--- src/rtl/seg_scan_ctrl.sv ---
// Four-digit seven-segment scan controller with a blanking guard at each digit change and frame-synchronous mask loading.
// Optional blink support is enabled by defining SEG_SCAN_BLINK_EN.
module seg_scan_ctrl #(
   parameter int unsigned PRESCALE     = 100000,
   parameter int unsigned GUARD        = 1000,
   parameter int unsigned BLINK_FRAMES = 128
) (
   input  logic       clk,
   input  logic       rst,
   input  logic [3:0] digit_en,
   input  logic [3:0] blink_mask,
   input  logic       upd,
   output logic       upd_ack,
   output logic [1:0] sel,
   output logic [3:0] an,
   output logic       frame_tick
);

   localparam int unsigned CW = (PRESCALE > 2) ? $clog2(PRESCALE) : 1;

   typedef enum logic {ST_BLANK, ST_DRIVE} state_t;

   state_t         state_q;
   logic [CW-1:0]  cnt_q;
   logic [1:0]     sel_q;
   logic [3:0]     an_q;
   logic [3:0]     en_sh_q;
   logic           upd_ack_q;
   logic           frame_tick_q;

   logic           slot_end;
   logic           guard_end;
   logic           boundary;
   logic [3:0]     blink_off;
   logic [3:0]     lit_d;
   logic [3:0]     an_d;

   assign slot_end  = (cnt_q == CW'(PRESCALE - 1));
   assign guard_end = (cnt_q == CW'(GUARD - 1));
   assign boundary  = slot_end && (sel_q == 2'd3);

`ifdef SEG_SCAN_BLINK_EN
   localparam int unsigned FCW = $clog2(BLINK_FRAMES + 1);

   logic [3:0]     blink_sh_q;
   logic           phase_q;
   logic [FCW-1:0] frm_cnt_q;

   // Phase flips on the boundary edge itself, so the new frame already sees it.
   always_ff @(posedge clk or posedge rst) begin
      if (rst) begin
         blink_sh_q <= 4'b0000;
         phase_q    <= 1'b0;
         frm_cnt_q  <= '0;
      end else if (boundary) begin
         if (upd) begin
            blink_sh_q <= blink_mask;
         end
         if (frm_cnt_q == FCW'(BLINK_FRAMES - 1)) begin
            frm_cnt_q <= '0;
            phase_q   <= ~phase_q;
         end else begin
            frm_cnt_q <= frm_cnt_q + 1'b1;
         end
      end
   end

   assign blink_off = phase_q ? blink_sh_q : 4'b0000;
`else
   logic unused_blink;

   assign unused_blink = (^blink_mask) ^ (BLINK_FRAMES == 0);
   assign blink_off    = 4'b0000;
`endif

   always_comb begin
      lit_d = en_sh_q & ~blink_off;
      an_d  = 4'b1111;
      if (lit_d[sel_q]) begin
         an_d[sel_q] = 1'b0;
      end
   end

   // An is only ever opened on the guard-end edge, never together with a sel change.
   always_ff @(posedge clk or posedge rst) begin
      if (rst) begin
         state_q      <= ST_BLANK;
         cnt_q        <= '0;
         sel_q        <= 2'd0;
         an_q         <= 4'b1111;
         en_sh_q      <= 4'b1111;
         upd_ack_q    <= 1'b0;
         frame_tick_q <= 1'b0;
      end else begin
         upd_ack_q    <= boundary && upd;
         frame_tick_q <= boundary;
         if (boundary && upd) begin
            en_sh_q <= digit_en;
         end
         if (slot_end) begin
            cnt_q   <= '0;
            sel_q   <= sel_q + 2'd1;
            state_q <= ST_BLANK;
            an_q    <= 4'b1111;
         end else begin
            cnt_q <= cnt_q + 1'b1;
            if ((state_q == ST_BLANK) && guard_end) begin
               state_q <= ST_DRIVE;
               an_q    <= an_d;
            end
         end
      end
   end

   assign sel        = sel_q;
   assign an         = an_q;
   assign upd_ack    = upd_ack_q;
   assign frame_tick = frame_tick_q;

endmodule
--- config.mk ---
export PLATFORM = sky130hd
export DESIGN_NAME = seg_scan_ctrl
export DESIGN_NICKNAME = d
export VERILOG_FILES = /design/src/rtl/seg_scan_ctrl.sv
export SDC_FILE = /design/constraint.sdc
export NUM_CORES = 1
export LEC_CHECK = 0
export CELL_PAD_IN_SITES_DETAIL_PLACEMENT = 1
export CELL_PAD_IN_SITES_GLOBAL_PLACEMENT = 2
export CORE_AREA = 2 2 76 70
export CTS_CLUSTER_DIAMETER = 50
export DETAILED_ROUTE_END_ITERATION = 8
export DIE_AREA = 0 0 78 72
export PLACE_DENSITY_LB_ADDON = 0.25
export SYNTH_ARGS = -nofsm -noshare
export SYNTH_HDL_FRONTEND = slang
export SYNTH_SLANG_ARGS = --single-unit
--- constraint.sdc ---
create_clock -name clk -period 1.9 [get_ports clk]
set_input_delay 0.19 -clock clk [delete_from_list [all_inputs] [get_ports clk]]
set_output_delay 0.19 -clock clk [all_outputs]
set_load 0.02 [all_outputs]
==> summary.md, run 1 <==
| Metric | Value |
|---|---|
| Status | finished, violations left |
| Failing checks | negative setup slack |
| Starting density of the core | 31.1% |
| Synthesized instance count | 134 |
| Post-DR vias/cell | 4.68 |
| I/O Buffers | 14 |
| Crit Path Max Fanout | 4 |
| # hold bufs at CTS | 0 |
| Internal power | 1020 uW |
| Gpl congestion | 0.863 |
| EDFF count, synth | 0 |
| Pwr Density | 608 nW/um2 |
| CTS tree | done |
| DR DRC count | 0 |
| WL/cell | 14.6 um |
| Cell chain of the critical path | or4b_4 -> or4_4 -> nor2_4 -> mux2i_1 |
| Cell family with most CP delay | simple AND/OR/NAND/NOR gates |
| Bufs and invs on worst path | 0 |
| CTS buffer count | 5 |
| Worst-Skew Late Latency | 0.28 ns |
| Sequential Power Share | 50.3% |
| Sequential share of the synthesized area | 50.9% |
| Syn_nets | 151 |
| Final Max Slew Viols | 0 |
| Clk buf depth | 2 |
| Overflow after GRT | 0 |
| Global-route wire length before repair | 6.08 mm |
| Post-DP Area | 1910 um2 |
| Crit path time final | 1.93 ns |
| Total wire length | 3.60 mm |
| Vias | 1152 |
| Worst-Margin Slew | 0.600 ns |
| Die Y | 72 um |
| All-Layer GR Usage | 14.1% |
| Logic gate share of total power | 2.4% |
| Final hold viol count | 0 |
| Yosys top cell by area | dfrtp_1 |
| CP arrival | 2.14 ns |
| Iteration-0 DRC Markers | 52 |
| Main flop type after synthesis | dfrtp_1 |
| Largest net degree at the start of global routing | 23 |
| Nets | 197 |
| Setup Skew | 0.00534 ns |
| Worst Hold Class | in2async |
| Row cnt | 24 |
| Crit end category | flop |
| Pre-antenna DRT Iters | 3 |
| N_diodes | 0 |
| Post-synth ARST share | 100% |
| Max-Slew Margin vs Limit | 59.9% |
| Sw Pwr | 252 uW |
| Design area | 2090 um2 |
| Syn. warnings | 0 |
| Peak per-stage delay on the critical path | 0.57 ns |
| P&R area growth vs syn | 40.0% |
| Top cells by count, synth | dfrtp_1 (22), nor2_1 (18), xnor2_1 (10) |
| Max IR drop VDD | 0.000283 V |
| Antenna violations before repair | 0 |
| Critical path launch point type | flop |
| Crit share post-route | 102% |
| Number of max-cap violations | 0 |
| Clk pwr share | 47.3% |
| Top-Level Pins | 19 |
| P_leak | 0.000905 uW |
| Full die area | 5620 um2 |
| Switching power share of the total | 19.8% |
| Layout cells sized above 1 | 34.3% |
| Smallest setup slack after layout | -0.0340 ns |
| Synth Register Bits | 30 |
| Count leader, synth | dfrtp_1 |
| Synth top area share | 36.8% |
| Synth top area cells | dfrtp_1 (37%), dfstp_2 (14%), xnor2_1 (5.9%) |
| Synth cell types | 34 |
| R2R Setup Slk | -0.03 ns |
| Setup TNS Final | -0.169 ns |
| Post-Syn Area | 1500 um2 |
| Vias in the first global route | 1243 |
| Root buffer cell | clkbuf_8 |
| H-tree levels | 2 |
| CP Class | reg2reg |
| Clock sinks | 30 |
| Avg Inst Size Synth | 11.2 um2 |
| Tot Pwr | 1270 uW |
| Die W | 78 um |
| Setup-failing EPs final | 8 |
| Final HPWL DP | 2.70 mm |
| WP data required | 2.11 ns |
| Highest clock rate | 517 MHz |
| Slowest CP cell | or4_4 |
| Final antenna-violating net count | 0 |
| Total core area | 4800 um2 |
| Clk slew on worst S/H paths | 0.06 ns |
| RSZ-0062 raised after global routing | true |
## kinds of logic (layout without fill, tap and decap cells)
group | Yosys count | count (layout) | share of synthesized area, %
and+or+nand+nor | 59 | 59 | 23.1
DFF | 30 | 30 | 50.9
xor gates and xnor gates | 14 | 14 | 8.20
muxes | 9 | 9 | 7.20
buffers and inverters | 9 | 56 | 2.76
AOI/OAI and AO/OA | 7 | 7 | 2.85
adders and majority gates | 6 | 6 | 5.02
## power groups by stage
stage	Combinational, uW	Clock (uW)	Sequential [uW]
after floorplan	9.51	0	651
after global placement	30.7	0	651
after detailed placement	31.6	0	651
after CTS	32.0	630	639
after global routing	34.3	656	639
final	30.7	602	640
## worst paths after layout
check / end / start / depth (start not counted)
max in group asynchronous: cnt_q[14] / rst / 3
max reg2reg: an[2] / cnt_q[16] / 4
min: sel[0] / rst / 2
min in group clk: en_sh_q[2] / digit_en[2] / 2
min reg2reg: an[3] / an[3] / 2
max: an[2] / cnt_q[16] / 4
## flip-flops by register name (all words and copies together), names as in the netlist
register / cells
en_sh_q: 4
sel: 2
state_q: 1
cnt_q: 17
frame_tick: 1
upd_ack: 1
an: 4
## final cells by class
type / instances / area (um2)
fill: 549 / 2710
sequential: 30 / 761
multi-input combinational: 95 / 741
timing repair buffer: 43 / 382
clock buffer: 8 / 110
tap: 65 / 81.3
inverter: 5 / 18.8
## what timing repair did
action,in CTS,in global routing
cloned,0,0
resized for setup,4,6
pin swaps,8,1
endpoints found under the setup margin,9,10
setup buffers,2,3
## layer usage
layer | track usage [%] | share of wire (%) | vias to the layer above
met5 | 0 | 0 | -
met4 | 4.09 | 1.1 | 0
met3 | 3.36 | 2.8 | 5
met2 | 23.5 | 50 | 13
met1 | 18.4 | 46 | 577
li1 | - | - | 557
## cell usage in the layout, fill, tap and decap left out, types with 2 or more instances in the layout
| master | synthesis | layout |
|---|---|---|
| a21oi_1 | 2 | 2 |
| dfstp_2 | 8 | 8 |
| mux2i_1 | 4 | 4 |
| xnor2_1 | 10 | 10 |
| nand3_1 | 6 | 6 |
| nand4_1 | 4 | 4 |
| mux2_4 | 0 | 4 |
| clkbuf_8 | 0 | 8 |
| dfrtp_1 | 22 | 22 |
| buf_4 | 1 | 25 |
| buf_6 | 0 | 3 |
| nor2_2 | 0 | 2 |
| or4_4 | 2 | 2 |
| nor4_1 | 4 | 4 |
| inv_1 | 5 | 5 |
| nor2_1 | 18 | 16 |
| o21ai_0 | 2 | 2 |
| clkdlybuf4s50_1 | 0 | 14 |
| nand2_1 | 9 | 9 |
| nor3_1 | 2 | 2 |
| ha_1 | 6 | 4 |
| xor2_1 | 4 | 4 |
| and4_1 | 2 | 2 |
## stage by stage
step	hold WS (ns)	util, %	worst slack (ns)	std cells
after floorplan	0.275	-	-0.0405	134
after global placement	0.510	39.7	-0.0798	233
after detailed placement	0.524	39.7	-0.112	233
after CTS	0.284	42.6	-0.0414	243
after global routing	0.328	43.6	-0.122	246
final	0.278	43.6	-0.0340	246
(Power assumes the default switching activity.)
==> inputs of run 2 (changes only) <==
- ABC_CLOCK_PERIOD_IN_PS: default -> 2300
- CORE_AREA: 2 2 76 70 -> 2 2 70 65
- DIE_AREA: 0 0 78 72 -> 0 0 72 67
- clock period: 1.9 -> 2.3 ns (I/O delays scaled with it)
==> summary.md, run 2 (same netlist as run 1, synthesis figures left out) <==
| Metric | Value |
|---|---|
| Starting density of the core | 37.0% (+5.8 points) |
| WL/cell | 15.2 um (+3.6%) |
| Global-route wire length before repair | 5.26 mm (-13%) |
| Largest register by flop count | cnt_q |
| P&R area growth vs syn | 19.5% |
| Max IR drop VDD | 0.000324 V (+14%) |
| Filler cells | 451 (-18%) |
| Placed insts | 195 (-16%) |
| Die W | 72 um (-7.7%) |
| Status | finished clean |
| Pwr Density | 554 nW/um2 (-8.8%) |
| Overflow after GRT | 0 (unchanged) |
| Number of max-cap violations | 0 (unchanged) |
| Top-Level Pins | 19 (unchanged) |
| Nets | 171 (-13%) |
| Highest-count cells in the layout ignoring fill and taps | dfrtp_1 (22), nor2_1 (18), clkdlybuf4s50_1 (14) |
| Setup Skew | 0.00750 ns (+0.00216 ns) |
| Multi-input gate area | 693 um2 (-6.4%) |
| Root buffer cell | clkbuf_8 |
| Total wire length | 3.08 mm (-15%) |
| CP arrival | 2.37 ns (+0.23 ns) |
| Iteration-0 DRC Markers | 22 (-58%) |
| Row cnt | 22 (-8.3%) |
| Critical path launch point type | flop |
| Largest net degree at the start of global routing | 31 (+35%) |
| R2R Setup Slk | 0.14 ns (+0.18 ns) |
| # hold bufs at CTS | 0 (unchanged) |
| Clk slew on worst S/H paths | 0.07 ns (about the same) |
| Worst Hold Class | in2async |
| Crit share post-route | 93.9% (-7.9 points) |
| Worst r2r src | cnt_q[0] |
| Worst-Margin Slew | 0.374 ns (-0.226 ns) |
| Non-Filler Instances | 203 (-17%) |
| CTS buffer count | 5 (unchanged) |
| Crit end category | flop |
| CP Class | reg2reg |
| N_diodes | 0 (unchanged) |
| DR DRC count | 0 (unchanged) |
| Setup-failing EPs final | 0 (-8) |
| Gpl congestion | 0.714 (-17%) |
| R2R depth | 5 (+1) |
| Final hold viol count | 0 (unchanged) |
| Clock sinks | 30 (unchanged) |
| Max-Slew Margin vs Limit | 74.8% (+15 points) |
| Commonest non-fill, non-tap cell in the layout | dfrtp_1 |
| Highest clock rate | 463 MHz (-10%) |
| Crit Path Max Fanout | 6 (+2) |
| Final Max Slew Viols | 0 (unchanged) |
| Full die area | 4820 um2 (-14%) |
| Final HPWL DP | 2.25 mm (-17%) |
| RSZ-0062 raised after global routing | false |
| # resized after CTS | 0 (-4) |
| Vias in the first global route | 1106 (-11%) |
| Worst-Skew Late Latency | 0.29 ns (about the same) |
| H-tree levels | 2 (unchanged) |
| P_leak | 0.000754 uW (-17%) |
| Total core area | 4050 um2 (-16%) |
| Post-CTS Setup Bufs | 0 (-2) |
| Vias | 1065 (-7.6%) |
| CTS tree | done |
| RR Endpoint | an[2] |
| Sequential cell area | 761 um2 (unchanged) |
| Pre-antenna DRT Iters | 4 (+1) |
| Clk buf depth | 2 (unchanged) |
| Max reg flops | 17 (unchanged) |
| Layout cells sized above 1 | 16.1% (-18 points) |
| Post-DR vias/cell | 5.25 (+12%) |
| Antenna violations before repair | 0 (unchanged) |
| I/O Buffers | 14 (unchanged) |
| Final antenna-violating net count | 0 (unchanged) |
| Die Y | 67 um (-6.9%) |
| Setup TNS Final | 0 ns (+0.169 ns) |
| WP data required | 2.51 ns (+0.40 ns) |
| All-Layer GR Usage | 14.8% (+0.70 points) |
| Crit path time final | 2.16 ns (+0.225 ns) |
[run 2: cell count changes in the layout (fill, tap and decap cells not counted), sizes merged]
cell / before / now
clkbuf: 8 / 7
clkinv: 0 / 1
buf: 29 / 3
[run 2: worst max-delay path, stage by stage, from the launching register on]
cell and delay (ns):
dfrtp_1 0.44, ha_1 0.22, or4bb_1 0.48, or4_4 0.55, nor2_4 0.17, mux2i_1 0.22
[run 2: through the flow]
stage | area, um2 | setup slack, ns | total power (uW) | hold slack, ns | utilization [%]
2_1_floorplan | 1500 | 0.303 | 545 | 0.315 | -
3_3_place_gp | 1700 | 0.200 | 560 | 0.499 | 41.9
3_5_place_dp | 1700 | 0.130 | 560 | 0.512 | 41.9
4_1_cts | 1790 | 0.117 | 1010 | 0.334 | 44.2
5_1_grt | 1790 | 0.0220 | 1030 | 0.391 | 44.2
6_report | 1790 | 0.141 | 991 | 0.328 | 44.2
[run 2: how the worst max path moves through the flow]
stage	startpoint	end	slack, ns	depth (start not counted)
2_1_floorplan	cnt_q[0]	an[0]	0.30	5
3_5_place_dp	cnt_q[0]	an[2]	0.13	5
4_1_cts	cnt_q[0]	an[2]	0.12	5
6_report	cnt_q[0]	an[2]	0.14	5
3_3_place_gp	cnt_q[0]	an[0]	0.20	5
5_1_grt	cnt_q[0]	an[2]	0.02	5
[run 2: cell type report]
class,instances,share of cell area [%]
clock buffers,7,4.83
clock inverters,1,0.280
inverters,5,1.05
multi-input cells,95,38.8
flip-flops and latches,30,42.6
well taps,48,3.36
repair buffers,17,9.10
[run 2: where the power goes]
part / internal [uW] / total (uW) / switching [uW]
logic: 10.1 / 21.8 / 11.7
clock network: 241 / 440 / 199
registers: 528 / 528 / 0
[run 2: metal layers]
| metal | vias up | track usage (%) | routed length, um |
|---|---|---|---|
| li1 | 504 | - | - |
| met1 | 540 | 17.5 | 1430 |
| met2 | 17 | 24.4 | 1490 |
| met3 | 4 | 5.45 | 118 |
| met4 | 0 | 5.66 | 37 |
| met5 | - | 0 | 0 |
==> inputs of run 3 (changes only) <==
- CTS_CLUSTER_SIZE: default -> 12
- RECOVER_POWER: default -> 25
==> summary.md, run 3 (same netlist as run 1, synthesis figures left out) <==
| Metric | Value |
|---|---|
| Antenna violations before repair | 0 (unchanged) |
| Worst hold path depth | 1 |
| Commonest non-fill, non-tap cell in the layout | dfrtp_1 |
| # hold bufs at CTS | 0 (unchanged) |
| Tot Pwr | 990 uW (-0.11%) |
| R2R depth | 5 (unchanged) |
| CTS tree | done |
| Crit end category | flop |
| CP arrival | 2.37 ns (about the same) |
| Clk slew on worst S/H paths | 0.07 ns (about the same) |
| Layout cells sized above 1 | 15.5% (-0.65 points) |
| Total wire length | 3.08 mm (unchanged) |
| Row cnt | 22 (unchanged) |
| Number of max-cap violations | 1 (+1) |
| Nets | 171 (unchanged) |
| Die Y | 67 um (unchanged) |
| Final hold viol count | 0 (unchanged) |
| Hold Crit Endpoint | cnt_q[8] |
| Smallest setup slack after layout | 0.141 ns (-0.000693 ns) |
| Status | finished, violations left |
| Crit path time final | 2.16 ns (+0.000693 ns) |
| Setup Skew | 0.00761 ns (+0.000111 ns) |
| RR Endpoint | an[2] |
| Total core area | 4050 um2 (unchanged) |
| Final antenna-violating net count | 0 (unchanged) |
| Final HPWL DP | 2.25 mm (unchanged) |
| Setup TNS Final | 0 ns (unchanged) |
| Worst path depth | 5 (unchanged) |
| Post-DR vias/cell | 5.25 (about the same) |
| Bufs and invs on worst path | 0 (unchanged) |
| WL/cell | 15.2 um (unchanged) |
| Root buffer cell | clkbuf_8 |
| Global-route wire length before repair | 5.26 mm (unchanged) |
| Overflow after GRT | 0 (unchanged) |
| All-Layer GR Usage | 14.8% (unchanged) |
| Cell chain of the critical path | ha_1 -> or4bb_1 -> or4_4 -> nor2_4 -> mux2i_1 |
| Largest net degree at the start of global routing | 31 (unchanged) |
| N_diodes | 0 (unchanged) |
| Pwr Density | 555 nW/um2 (+0.10%) |
| Final Max Slew Viols | 31 (+31) |
| Clock sinks | 30 (unchanged) |
| Setup-failing EPs final | 0 (unchanged) |
| Pre-CTS setup slack | 0.130 ns (unchanged) |
| Failing checks | max-capacitance violations, max-slew violations |
| Crit Path Max Fanout | 6 (unchanged) |
| H-tree levels | 2 (unchanged) |
| CTS buffer count | 5 (unchanged) |
| Crit share post-route | 93.9% (about the same) |
| I/O Buffers | 14 (unchanged) |
| Worst r2r src | cnt_q[0] |
| Max IR drop VDD | 0.000324 V (about the same) |
| Die W | 72 um (unchanged) |
| Top-Level Pins | 19 (unchanged) |
| Slowest CP cell | or4_4 |
| RSZ-0062 raised after global routing | false |
| Pre-antenna DRT Iters | 4 (unchanged) |
| Post-CTS Setup Bufs | 0 (unchanged) |
| Max reg flops | 17 (unchanged) |
| CP Class | reg2reg |
| Largest register by flop count | cnt_q |
| Max-Slew Margin vs Limit | -8.05% (-83 points) |
| Worst-Margin Slew | 1.62 ns (+1.25 ns) |
| WP data required | 2.51 ns (about the same) |
| DR DRC count | 0 (unchanged) |
| P_leak | 0.000751 uW (-0.45%) |
| Cell family with most CP delay | simple AND/OR/NAND/NOR gates |
| Worst Hold Class | reg2reg |
| Hold slack final | 0.522 ns (+0.194 ns) |
| Worst-Skew Late Latency | 0.29 ns (about the same) |
| Critical path launch point type | flop |
| Finished Core Util | 44.1% (-0.093 points) |
| Highest clock rate | 463 MHz (about the same) |
| Vias | 1066 (+0.094%) |
| P&R area growth vs syn | 19.2% |
| Hold Crit Start | cnt_q[8] |
| Starting density of the core | 37.0% (unchanged) |
| Highest-count cells in the layout ignoring fill and taps | dfrtp_1 (22), nor2_1 (18), clkdlybuf4s50_1 (13) |
| Vias in the first global route | 1106 (unchanged) |
| # resized after CTS | 0 (unchanged) |
| Peak per-stage delay on the critical path | 0.55 ns (about the same) |
| Clk buf depth | 2 (unchanged) |
| R2R Setup Slk | 0.14 ns (about the same) |
| Full die area | 4820 um2 (unchanged) |
| Gpl congestion | 0.714 (unchanged) |
| Iteration-0 DRC Markers | 18 (-18%) |
-- run 3: where the power goes --
group | switching (uW) | internal [uW]
Sequential | 0 | 528
Clock | 199 | 241
Combinational | 11.7 | 8.97
Total | 211 | 778
-- run 3: cell type report --
cell class	instances	area [um2]
timing repair buffer	17	159
clock inverter	1	5.00
tap	48	60.1
multi-input combinational	95	693
fill	451	2260
clock buffer	7	86.3
inverter	5	18.8
sequential	30	761
-- run 3: metrics by stage --
| stage | cell area (um2) | std cells |
|---|---|---|
| after global placement | 1700 | 195 |
| after detailed placement | 1700 | 195 |
| final | 1780 | 203 |
| after floorplan | 1500 | 134 |
| after CTS | 1790 | 203 |
| after global routing | 1780 | 203 |
-- run 3: how the worst max path moves through the flow --
stage	start	end	slack, ns
floorplan	cnt_q[0]	an[0]	0.30
detailed placement	cnt_q[0]	an[2]	0.13
CTS	cnt_q[0]	an[2]	0.12
global route	cnt_q[0]	an[2]	0.02
finish	cnt_q[0]	an[2]	0.14
global placement	cnt_q[0]	an[0]	0.20
-- run 3: layer usage --
metal  track usage [%]  up-vias  wire, um
li1                  -      504         -
met1              17.5      541      1430
met2              24.4       17      1490
met3              5.45        4       118
met4              5.66        0        37
met5                 0        -         0
